--- src/rtl/riscv_multicycle_sequencer_pkg.sv ---
// riscv_pkg: shared state encoding and control constants for the multicycle sequencer
//   seq_state_e : 4-bit sequencer state
//   PC_SEL_*    : pc_sel encodings
//   TRAP_*      : trap_cause encodings
//   WB_*        : writeback select encodings
package riscv_pkg;

    typedef enum logic [3:0] {
        IDLE       = 4'd0,
        FETCH_REQ  = 4'd1,
        FETCH_WAIT = 4'd2,
        DECODE     = 4'd3,
        EXECUTE    = 4'd4,
        MEM_REQ    = 4'd5,
        MEM_WAIT   = 4'd6,
        WRITEBACK  = 4'd7,
        TRAP       = 4'd8
    } seq_state_e;

    localparam logic [1:0] PC_SEL_PLUS4  = 2'b00;
    localparam logic [1:0] PC_SEL_BRANCH = 2'b01;
    localparam logic [1:0] PC_SEL_JUMP   = 2'b10;

    localparam logic [1:0] TRAP_NONE        = 2'b00;
    localparam logic [1:0] TRAP_ILLEGAL     = 2'b01;
    localparam logic [1:0] TRAP_BUS_TIMEOUT = 2'b10;

    localparam logic [1:0] WB_ALU = 2'b00;
    localparam logic [1:0] WB_MEM = 2'b01;
    localparam logic [1:0] WB_PC4 = 2'b10;

endpackage

--- src/rtl/riscv_multicycle_sequencer_wait_timer.sv ---
// riscv_wait_timer: clearable saturating wait counter for memory handshake phases
//   clk, rst_n : clock, asynchronous active-low reset
//   clr        : zero the counter (takes priority over inc)
//   inc        : this cycle's handshake did not complete
//   expired    : this failing cycle brings the count to MEM_TIMEOUT (never when MEM_TIMEOUT=0)
module riscv_wait_timer #(
    parameter int MEM_TIMEOUT = 255
) (
    input  logic clk,
    input  logic rst_n,
    input  logic clr,
    input  logic inc,
    output logic expired
);

    localparam int W = (MEM_TIMEOUT > 1) ? $clog2(MEM_TIMEOUT + 1) : 1;
    localparam logic [W-1:0] LAST = W'(MEM_TIMEOUT - 1);

    logic [W-1:0] cnt_q, cnt_d;

    always_comb begin
        cnt_d = cnt_q;
        if (clr)
            cnt_d = '0;
        else if (inc && cnt_q != '1)
            cnt_d = cnt_q + 1'b1;
    end

    always_ff @(posedge clk or negedge rst_n)
        if (!rst_n)
            cnt_q <= '0;
        else
            cnt_q <= cnt_d;

    // Flag the failing cycle itself so the FSM steps into TRAP right after it.
    assign expired = (MEM_TIMEOUT != 0) && inc && (cnt_q == LAST);

endmodule

--- src/rtl/riscv_multicycle_sequencer.sv ---
// riscv_multicycle_sequencer: steps instructions through fetch/decode/execute/memory/writeback
//   halt_req                       : stop at the next instruction boundary
//   imem_req/gnt/rvalid, ir_we     : instruction fetch handshake and IR load strobe
//   reg_write..wb_sel, illegal_instr, branch_taken : decoded control and ALU compare
//   dmem_req/we/gnt/rvalid         : data memory handshake
//   rf_we, wb_sel_o, pc_we, pc_sel : writeback and PC update controls
//   instr_retired, retire_count    : retire pulse and wrapping counter
//   halted, trap, trap_cause, state_o : status and debug
module riscv_multicycle_sequencer
    import riscv_pkg::*;
#(
    parameter int CNT_W       = 32,
    parameter int MEM_TIMEOUT = 255
) (
    input  logic             clk,
    input  logic             rst_n,
    input  logic             halt_req,
    output logic             imem_req,
    input  logic             imem_gnt,
    input  logic             imem_rvalid,
    output logic             ir_we,
    input  logic             reg_write,
    input  logic             mem_read,
    input  logic             mem_write,
    input  logic             branch,
    input  logic             jump,
    input  logic [1:0]       wb_sel,
    input  logic             illegal_instr,
    input  logic             branch_taken,
    output logic             dmem_req,
    output logic             dmem_we,
    input  logic             dmem_gnt,
    input  logic             dmem_rvalid,
    output logic             rf_we,
    output logic [1:0]       wb_sel_o,
    output logic             pc_we,
    output logic [1:0]       pc_sel,
    output logic             instr_retired,
    output logic [CNT_W-1:0] retire_count,
    output logic             halted,
    output logic             trap,
    output logic [1:0]       trap_cause,
    output logic [3:0]       state_o
);

    seq_state_e       state_q, state_d;
    logic             reg_write_q, reg_write_d, mem_read_q, mem_read_d, mem_write_q, mem_write_d;
    logic             branch_q, branch_d, jump_q, jump_d, taken_q, taken_d, halted_q, halted_d;
    logic [1:0]       wb_sel_q, wb_sel_d, trap_cause_q, trap_cause_d;
    logic [CNT_W-1:0] retire_count_q, retire_count_d;
    logic             wait_inc, wait_expired;

    riscv_wait_timer #(.MEM_TIMEOUT(MEM_TIMEOUT)) u_wait_timer (
        .clk     (clk),
        .rst_n   (rst_n),
        .clr     (!wait_inc),
        .inc     (wait_inc),
        .expired (wait_expired)
    );

    always_comb begin
        state_d  = state_q;
        wait_inc = 1'b0;
        case (state_q)
            IDLE:       state_d = halt_req ? IDLE : FETCH_REQ;
            FETCH_REQ: begin
                wait_inc = !imem_gnt;
                if (imem_gnt) state_d = FETCH_WAIT;
            end
            FETCH_WAIT: begin
                wait_inc = !imem_rvalid;
                if (imem_rvalid) state_d = DECODE;
            end
            DECODE:     state_d = illegal_instr ? TRAP : EXECUTE;
            EXECUTE:    state_d = (mem_read_q || mem_write_q) ? MEM_REQ : WRITEBACK;
            MEM_REQ: begin
                wait_inc = !dmem_gnt;
                if (dmem_gnt) state_d = mem_write_q ? WRITEBACK : MEM_WAIT;
            end
            MEM_WAIT: begin
                wait_inc = !dmem_rvalid;
                if (dmem_rvalid) state_d = WRITEBACK;
            end
            WRITEBACK:  state_d = halt_req ? IDLE : FETCH_REQ;
            default:    state_d = TRAP;
        endcase
        if (wait_expired) state_d = TRAP;
        {reg_write_d, mem_read_d, mem_write_d, branch_d, jump_d, wb_sel_d} =
            (state_q == DECODE) ? {reg_write, mem_read, mem_write, branch, jump, wb_sel}
                                : {reg_write_q, mem_read_q, mem_write_q, branch_q, jump_q, wb_sel_q};
        taken_d        = (state_q == EXECUTE) ? branch_taken : taken_q;
        trap_cause_d   = (state_d == TRAP && state_q != TRAP)
                       ? (wait_expired ? TRAP_BUS_TIMEOUT : TRAP_ILLEGAL) : trap_cause_q;
        retire_count_d = retire_count_q + CNT_W'(state_q == WRITEBACK);
        // IDLE is only entered from reset, WRITEBACK or IDLE, so this marks a halt-induced idle.
        halted_d       = (state_d == IDLE) && halt_req;
    end

    always_ff @(posedge clk or negedge rst_n)
        if (!rst_n) begin
            state_q        <= IDLE;
            reg_write_q    <= 1'b0;
            mem_read_q     <= 1'b0;
            mem_write_q    <= 1'b0;
            branch_q       <= 1'b0;
            jump_q         <= 1'b0;
            taken_q        <= 1'b0;
            halted_q       <= 1'b0;
            wb_sel_q       <= WB_ALU;
            trap_cause_q   <= TRAP_NONE;
            retire_count_q <= '0;
        end else begin
            state_q        <= state_d;
            reg_write_q    <= reg_write_d;
            mem_read_q     <= mem_read_d;
            mem_write_q    <= mem_write_d;
            branch_q       <= branch_d;
            jump_q         <= jump_d;
            taken_q        <= taken_d;
            halted_q       <= halted_d;
            wb_sel_q       <= wb_sel_d;
            trap_cause_q   <= trap_cause_d;
            retire_count_q <= retire_count_d;
        end

    assign imem_req      = state_q == FETCH_REQ;
    assign ir_we         = (state_q == FETCH_WAIT) && imem_rvalid;
    assign dmem_req      = state_q == MEM_REQ;
    assign dmem_we       = (state_q == MEM_REQ) && mem_write_q;
    assign rf_we         = (state_q == WRITEBACK) && reg_write_q;
    assign pc_we         = state_q == WRITEBACK;
    assign instr_retired = state_q == WRITEBACK;
    assign pc_sel        = (state_q != WRITEBACK) ? PC_SEL_PLUS4 :
                           jump_q                 ? PC_SEL_JUMP :
                           (branch_q && taken_q)  ? PC_SEL_BRANCH : PC_SEL_PLUS4;
    assign wb_sel_o      = wb_sel_q;
    assign retire_count  = retire_count_q;
    assign halted        = halted_q;
    assign trap          = state_q == TRAP;
    assign trap_cause    = trap_cause_q;
    assign state_o       = state_q;

endmodule

--- config.mk ---
export PLATFORM = sky130hd
export DESIGN_NAME = riscv_multicycle_sequencer
export DESIGN_NICKNAME = d
export VERILOG_FILES = /design/src/rtl/riscv_multicycle_sequencer_pkg.sv /design/src/rtl/riscv_multicycle_sequencer_wait_timer.sv /design/src/rtl/riscv_multicycle_sequencer.sv
export SDC_FILE = /design/constraint.sdc
export NUM_CORES = 1
export LEC_CHECK = 0
export ABC_AREA = 0
export CORE_ASPECT_RATIO = 1.1
export CORE_MARGIN = 5
export CORE_UTILIZATION = 23
export DETAILED_ROUTE_END_ITERATION = 6
export GPL_ROUTABILITY_DRIVEN = 0
export HOLD_SLACK_MARGIN = 0.1
export PLACE_DENSITY = 0.45
export SKIP_LAST_GASP = 1
export SYNTH_ARGS = -nofsm -noshare
export SYNTH_HDL_FRONTEND = slang
export SYNTH_HIERARCHICAL = 1
export SYNTH_SLANG_ARGS = --single-unit
--- constraint.sdc ---
create_clock -name clk -period 3.8 [get_ports clk]
set_input_delay 0.57 -clock clk [delete_from_list [all_inputs] [get_ports clk]]
set_output_delay 0.57 -clock clk [all_outputs]
set_load 0.1 [all_outputs]
==> results of run 1 <==
## logic make-up (layout without fill, tap and decap cells)
group / Yosys count / count (layout)
and+or+nand+nor: 120 / 120
DFF: 55 / 55
xor gates and xnor gates: 30 / 30
AOI/OAI and AO/OA: 23 / 23
muxes: 15 / 15
buffers and inverters: 15 / 83
adders and majority gates: 4 / 4
## synth_stat cells (all sizes together) (2+ instances only)
| cell type | n |
|---|---|
| a211oi | 5 |
| a21oi | 7 |
| and2 | 5 |
| and3 | 5 |
| and4 | 6 |
| buf | 3 |
| clkbuf | 4 |
| dfrtp | 55 |
| ha | 4 |
| inv | 8 |
| mux2 | 13 |
| mux2i | 2 |
| nand2 | 19 |
| nand2b | 4 |
| nand3 | 15 |
| nand4 | 12 |
| nor2 | 15 |
| nor2b | 10 |
| nor3 | 14 |
| nor3b | 2 |
| nor4 | 7 |
| o21ai | 2 |
| o21bai | 2 |
| xnor2 | 18 |
| xor2 | 12 |
## final timing paths
check | from | to | depth (start not counted)
min reg2reg | retire_count[26] | retire_count[26] | 1
min in group clk | retire_count[26] | retire_count[26] | 1
max in group asynchronous | rst_n | state_o[3] | 2
max reg2reg | state_o[2] | trap_cause[1] | 8
max | state_o[2] | state_o[2] | 1
min | rst_n | wb_sel_o[0] | 1
## per-stage QoR
step	std cells	power [mW]	hold slack, ns	util [%]
after floorplan	262	1.24	0.274	-
after global placement	476	1.41	0.473	30.2
after detailed placement	476	1.41	0.478	30.2
after CTS	484	2.01	0.317	31.8
after global routing	484	2.08	0.353	31.8
final	484	1.98	0.298	31.8
## registers in the layout, indices dropped and copies added, names as in the netlist
signal	count
retire_count	32
halted	1
taken_q	1
wb_sel_o	2
jump_q	1
trap_cause	2
mem_read_q	1
state_o	4
u_wait_timer/cnt_q	8
mem_write_q	1
branch_q	1
reg_write_q	1
## layout make-up
cell class / count / area share (%)
sequential: 55 / 36.1
clock inverter: 3 / 1.77
timing repair buffer: 67 / 16.7
clock buffer: 5 / 3.28
tap: 154 / 5.05
multi-input combinational: 192 / 36.3
inverter: 8 / 0.788
## power by group
group / switching [mW] / internal, mW
registers: 0.0808 / 0.650
clock network: 0.219 / 0.378
logic: 0.478 / 0.177
## layer usage
metal  wire length [um]  GRT usage [%]  share of wire, %
met3                378           2.83               5.5
met1               3100           12.2                45
met2               3270           16.7                48
met4                 87           2.90               1.3
met5                  0              0                 0
==> metrics.json, run 1 <==
{
  "critical_path": {
    "crit_path_max_incr_delay_ns": 1.24,
    "setup.worst_path.class": "flop to output pin",
    "cp.required_ns": 3.23,
    "setup.worst_path.start_class": "flop",
    "worst-endpoint-arrival_ns": 2.24,
    "critical-path-top-delay-family": "buffers and inverters",
    "critPathCaptureType": "output pin",
    "crit_slowest_cell": "clkdlybuf4s50_1",
    "timing.critical_path.fanout_max": 17,
    "setup.reg_to_reg.worst_slack_ns": 1.06,
    "worstPathBufferInverterCount": 1,
    "worstPathCellList": "clkdlybuf4s50_1"
  },
  "synth": {
    "synth_xor_area_share_pct": 9.38,
    "yosys_warnings": 6,
    "synth-adder-area-share_pct": 1.79,
    "mean_instance_size_in_the_synthesized_netlist_sq_um": 10.7,
    "postSynth.topFlopCell": "dfrtp_1",
    "synth.area.top_cells": "dfrtp_1 49%, xnor2_1 5.6%, xor2_1 3.8%, mux2_1 3.6%, nand3_1 2.7%",
    "net_count_after_synthesis": 282,
    "dominant_combinational_cell_family_by_area_after_synthesis": "simple AND/OR/NAND/NOR gates",
    "synth_compound_gate_area_share_pct": 5.98,
    "post_synth_and_or_nand_nor_area_fraction_pct": 25.6,
    "synth_top_cell_area_share_pct": 49.1,
    "post_synth_inst_count": 262,
    "synth.ff_latch_count": 55,
    "synth_seq_area_share_pct": 49.1,
    "synth.area.mux_share_pct": 5.94,
    "ys_async_sr_fraction_pct": 100,
    "synth.lib_cells_used.distinct": 45,
    "synth_enable_flop_cells": 0,
    "synth_area_sq_um": 2800,
    "synth_area_leader_cell": "dfrtp_1"
  },
  "sta": {
    "portion_of_the_clock_cycle_consumed_by_the_worst_path_in_the_final_layout_pct": 74.0,
    "worst-slew-pin-transition_ns": 1.06,
    "layout_min_cycle_time_ns": 2.81,
    "worst_clock_skew_ns": 0.00685,
    "grt_setup_unrepaired": "false",
    "final_sum_of_negative_setup_slack_ns": 0,
    "drv_slew": 0,
    "timing.slew.headroom_pct": 29.3,
    "fmax_mhz": 355,
    "finalWorstSetupSlack_ns": 0.986,
    "hold_viol": 0,
    "setup-violations-final": 0
  },
  "die": {
    "floorplan.rows": 42,
    "initial_core_util_pct": 23.4,
    "core_area_sq_um": 12000,
    "chipWidth_um": 115,
    "die_height_um": 126,
    "floorplan.die_area_sq_um": 14500,
    "pin_count": 67
  },
  "clock_network": {
    "cts_resized": 0,
    "clk_pin_slew_worst_paths_ns": 0.08,
    "post_cts_setup_bufs": 0,
    "worst_skew_pair.late_latency_ns": 0.29,
    "clock_tree_from_tritoncts": "done",
    "htree_num_levels": 2,
    "number_of_sinks_on_the_clock_net": 55,
    "clk_path_buf_depth": 2,
    "cts_made_buffers": 5,
    "holdBufCountCts": 0,
    "cts-root-buf": "clkbuf_16"
  },
  "cells_and_area": {
    "antenna_diodes": 0,
    "finalInstanceArea_sq_um": 3810,
    "mostFrequentLayoutCells": "55 x dfrtp_1, 55 x clkdlybuf4s50_1, 19 x nand2_1",
    "fillCellCount": 1252,
    "layout.area.seq_sq_um": 1380,
    "final_nets": 349,
    "synthToLayoutAreaGrowth_pct": 36.0,
    "drive_gt1_share_pct": 11.2,
    "multiInputGateArea_sq_um": 1380
  },
  "placed_design": {
    "postPlaceCellArea_sq_um": 3620,
    "place.detailed.hpwl_um": 5140,
    "port_buffers": 66,
    "pre_cts_ws_ns": 0.806
  },
  "global_routing": {
    "grtUsageTotal_pct": 9.87,
    "first_global_vias": 2214,
    "antenna_violations_before_repair": 0,
    "grt_max_degree": 30,
    "grt_overflow_total": 0,
    "grt_first_pass_wirelength_um": 11500
  },
  "power": {
    "max-vdd-ir-drop_v": 0.000460,
    "power_density_nw_per_um2": 520,
    "leakagePower_nw": 1.62
  },
  "drt": {
    "antenna_violating_nets_post_route": 0,
    "detail_route.wl_per_cell_um": 14.1,
    "wirelength_um": 6840,
    "num_vias": 2157,
    "detail_route.drc_violations": 0,
    "routed_via_density": 4.46,
    "drt-initial-drc-count": 79,
    "detailedRoute.firstPassIterationCount": 6
  },
  "run_status": {
    "status": "finished, final reports clean"
  },
  "flow_run": {
    "timing.max_cap.violations": 0
  },
  "min_path": {
    "hold_path.class": "input port to async pin"
  }
}
No activity file was read; power rests on OpenSTA's default activity.
==> run 2, diff against run 1 <==
- PLACE_DENSITY: 0.45 -> 0.47
- clock period: 3.8 -> 2.3 ns (I/O delays scaled with it)
==> run 2 against run 1 <==
  * Worst hold slack better by 0.18 ns
  * Final cell count is 2.7% higher
  * Clock power is 46% higher
  * Register-to-register slack worse by 0.88 ns
  * Via count is 4.0% higher
  * Die area stayed put
  * Core utilization is 1.8 points higher
  * Count of clock-buffer cells in the layout stayed put
  * Power is 70% higher
==> metrics.json, run 2 (synthesis results as in run 1) <==
{
  "cells_and_area": {
    "finalInstanceArea": {"value": 4030, "unit": "sq um", "change": "+5.7%"},
    "mostFrequentLayoutCells": "54 x buf_4, 51 x dfrtp_1, 18 x xnor2_1",
    "layout.area.seq": {"value": 1390, "unit": "sq um", "change": "+1.1%"},
    "drive_gt1_share": {"value": 32.1, "unit": "%", "change": "+21 points"},
    "synthToLayoutAreaGrowth_pct": 43.7,
    "antenna_diodes": {"value": 0, "change": "unchanged"},
    "fillCellCount": {"value": 1246, "change": "-0.48%"},
    "most_frequent_standard_cell_in_the_layout_excluding_fill_and_tap_cells": "buf_4",
    "postLayoutCoreUtil": {"value": 33.6, "unit": "%", "change": "+1.8 points"},
    "final_nets": {"value": 362, "change": "+3.7%"},
    "largest_register_ff_count": {"value": 32, "change": "unchanged"},
    "multiInputGateArea": {"value": 1490, "unit": "sq um", "change": "+7.4%"}
  },
  "sta": {
    "finalWorstSetupSlack": {"value": 0.182, "unit": "ns", "change": "-0.804 ns"},
    "timing.slew.headroom": {"value": 53.2, "unit": "%", "change": "+24 points"},
    "setup-violations-final": {"value": 0, "change": "unchanged"},
    "worst_clock_skew": {"value": 0.00895, "unit": "ns", "change": "+0.00210 ns"},
    "worst-slew-pin-transition": {"value": 0.698, "unit": "ns", "change": "-0.360 ns"},
    "drv_slew": {"value": 0, "change": "unchanged"},
    "hold_viol": {"value": 0, "change": "unchanged"},
    "portion_of_the_clock_cycle_consumed_by_the_worst_path_in_the_final_layout_pct": 92.1,
    "layout_min_cycle_time_ns": 2.12,
    "fmax_mhz": 472,
    "grt_setup_unrepaired": "false"
  },
  "min_path": {
    "hold_path.class": "flop to flop",
    "hp-start": "retire_count[31]"
  },
  "power": {
    "p_clk_share": {"value": 25.8, "unit": "%", "change": "-4.3 points"},
    "p_comb_share": {"value": 38.4, "unit": "%", "change": "+5.4 points"},
    "seqPwrFrac": {"value": 35.7, "unit": "%", "change": "-1.2 points"},
    "cell_internal_pwr": {"value": 2.01, "unit": "mW", "change": "+67%"},
    "max-vdd-ir-drop": {"value": 0.000656, "unit": "V", "change": "+43%"},
    "leakagePower": {"value": 1.82, "unit": "nW", "change": "+12%"},
    "total_power": {"value": 3.38, "unit": "mW", "change": "+70%"},
    "power.switching_fraction": {"value": 40.6, "unit": "%", "change": "+1.3 points"},
    "power_density": {"value": 838, "unit": "nW/um^2", "change": "+61%"},
    "switching_power": {"value": 1.37, "unit": "mW", "change": "+76%"}
  },
  "flow_run": {
    "timing.max_cap.violations": {"value": 0, "change": "unchanged"}
  },
  "drt": {
    "antenna_violating_nets_post_route": {"value": 0, "change": "unchanged"},
    "detailedRoute.firstPassIterationCount": {"value": 4, "change": "-2"},
    "num_vias": {"value": 2244, "change": "+4.0%"},
    "routed_via_density": {"value": 4.52, "change": "+1.3%"},
    "wirelength": {"value": 7070, "unit": "um", "change": "+3.4%"},
    "drt-initial-drc-count": {"value": 60, "change": "-24%"},
    "detail_route.wl_per_cell": {"value": 14.2, "unit": "um", "change": "+0.68%"},
    "detail_route.drc_violations": {"value": 0, "change": "unchanged"}
  },
  "die": {
    "die_height": {"value": 126, "unit": "um", "change": "unchanged"},
    "pin_count": {"value": 67, "change": "unchanged"},
    "initial_core_util": {"value": 23.4, "unit": "%", "change": "unchanged"},
    "chipWidth": {"value": 115, "unit": "um", "change": "unchanged"},
    "floorplan.rows": {"value": 42, "change": "unchanged"},
    "core_area": {"value": 12000, "unit": "sq um", "change": "unchanged"},
    "floorplan.die_area": {"value": 14500, "unit": "sq um", "change": "unchanged"}
  },
  "clock_network": {
    "clock_tree_from_tritoncts": "done",
    "cts-root-buf": "clkbuf_16",
    "clk_pin_slew_worst_paths": {"value": 0.07, "unit": "ns", "change": "about the same"},
    "number_of_sinks_on_the_clock_net": {"value": 55, "change": "unchanged"},
    "htree_num_levels": {"value": 2, "change": "unchanged"},
    "cts_made_buffers": {"value": 5, "change": "unchanged"},
    "worst_skew_pair.late_latency": {"value": 0.29, "unit": "ns", "change": "about the same"},
    "clk_path_buf_depth": {"value": 2, "change": "unchanged"}
  },
  "critical_path": {
    "critPathCaptureType": "flop",
    "timing.critical_path.fanout_max": {"value": 10, "change": "-7"},
    "crit_start": "state_o[1]",
    "timing.rr.start": "state_o[1]",
    "setup.worst_path.start_class": "flop",
    "setup.worst_path.class": "flop to flop",
    "worst-endpoint-arrival": {"value": 2.29, "unit": "ns", "change": "+0.05 ns"},
    "cp.required": {"value": 2.47, "unit": "ns", "change": "-0.76 ns"}
  },
  "global_routing": {
    "grt_overflow_total": {"value": 0, "change": "unchanged"},
    "grtUsageTotal": {"value": 10.1, "unit": "%", "change": "+0.19 points"},
    "grt_first_pass_wirelength": {"value": 11700, "unit": "um", "change": "+2.0%"},
    "antenna_violations_before_repair": {"value": 0, "change": "unchanged"},
    "first_global_vias": {"value": 2250, "change": "+1.6%"},
    "grt_max_degree": {"value": 22, "change": "-27%"}
  },
  "run_status": {
    "status": "finished, final reports clean"
  },
  "placed_design": {
    "pre_cts_ws": {"value": -0.0333, "unit": "ns", "change": "-0.840 ns"},
    "port_buffers": {"value": 66, "change": "unchanged"},
    "postPlaceCellArea": {"value": 3830, "unit": "sq um", "change": "+5.9%"},
    "place.detailed.hpwl": {"value": 5360, "unit": "um", "change": "+4.2%"}
  }
}
## run 2: cell type report
cell class / count / area share (%)
multi-input cells: 192 / 36.9
flip-flops and latches: 55 / 34.5
repair buffers: 80 / 18.9
well taps: 154 / 4.78
clock buffers: 5 / 3.11
clock inverters: 3 / 1.09
inverters: 8 / 0.745
## run 2: repair_timing
action,in CTS,in global routing
hold buffers,1,0
setup endpoints to repair,0,1
resized for setup,0,0
buffers inserted,0,2
hold endpoints to repair,18,0
## run 2: worst max-delay path, stage by stage (launching register included)
cell,delay (ns)
dfrtp_4,0.54
nor2b_1,0.28
a22oi_1,0.15
nor2_2,0.14
buf_4,0.14
nand3_1,0.10
a211oi_1,0.29
mux2_1,0.35
## run 2: per-stage QoR
stage / hold slack, ns / TNS [ns] / instances
after global routing: 0.492 / 0 / 497
after detailed placement: 0.352 / -0.0371 / 486
after floorplan: 0.0494 / -6.70 / 262
final: 0.480 / 0 / 497
after CTS: 0.486 / 0 / 495
after global placement: 0.352 / -0.00213 / 486
## run 2: final timing paths
kind / endpoint / slack, ns / cells after the start
worst min register to register: retire_count[31] / 0.48 / 1
worst min-delay path: retire_count[31] / 0.48 / 1
worst max register to register: u_wait_timer/cnt_q[5] / 0.18 / 7
max in group asynchronous: retire_count[27] / 1.16 / 3
worst max-delay path: u_wait_timer/cnt_q[5] / 0.18 / 7
min in group asynchronous: retire_count[9] / 0.55 / 2
## run 2: routing by layer
| metal | GRT usage [%] | routed length (um) | vias to the layer above |
|---|---|---|---|
| met5 | 0 | 0 | - |
| met1 | 13.2 | 3160 | 1084 |
| met3 | 2.64 | 366 | 8 |
| li1 | - | - | 1098 |
| met2 | 16.3 | 3450 | 54 |
| met4 | 2.90 | 85 | 0 |
## run 2: power groups by stage
stage / sequential, mW / combinational, mW / clock (mW)
global route: 1.22 / 1.37 / 0.941
finish: 1.21 / 1.30 / 0.872
CTS: 1.21 / 1.31 / 0.911
detailed placement: 1.23 / 1.31 / 0
global placement: 1.22 / 1.30 / 0
floorplan: 1.62 / 0.519 / 0
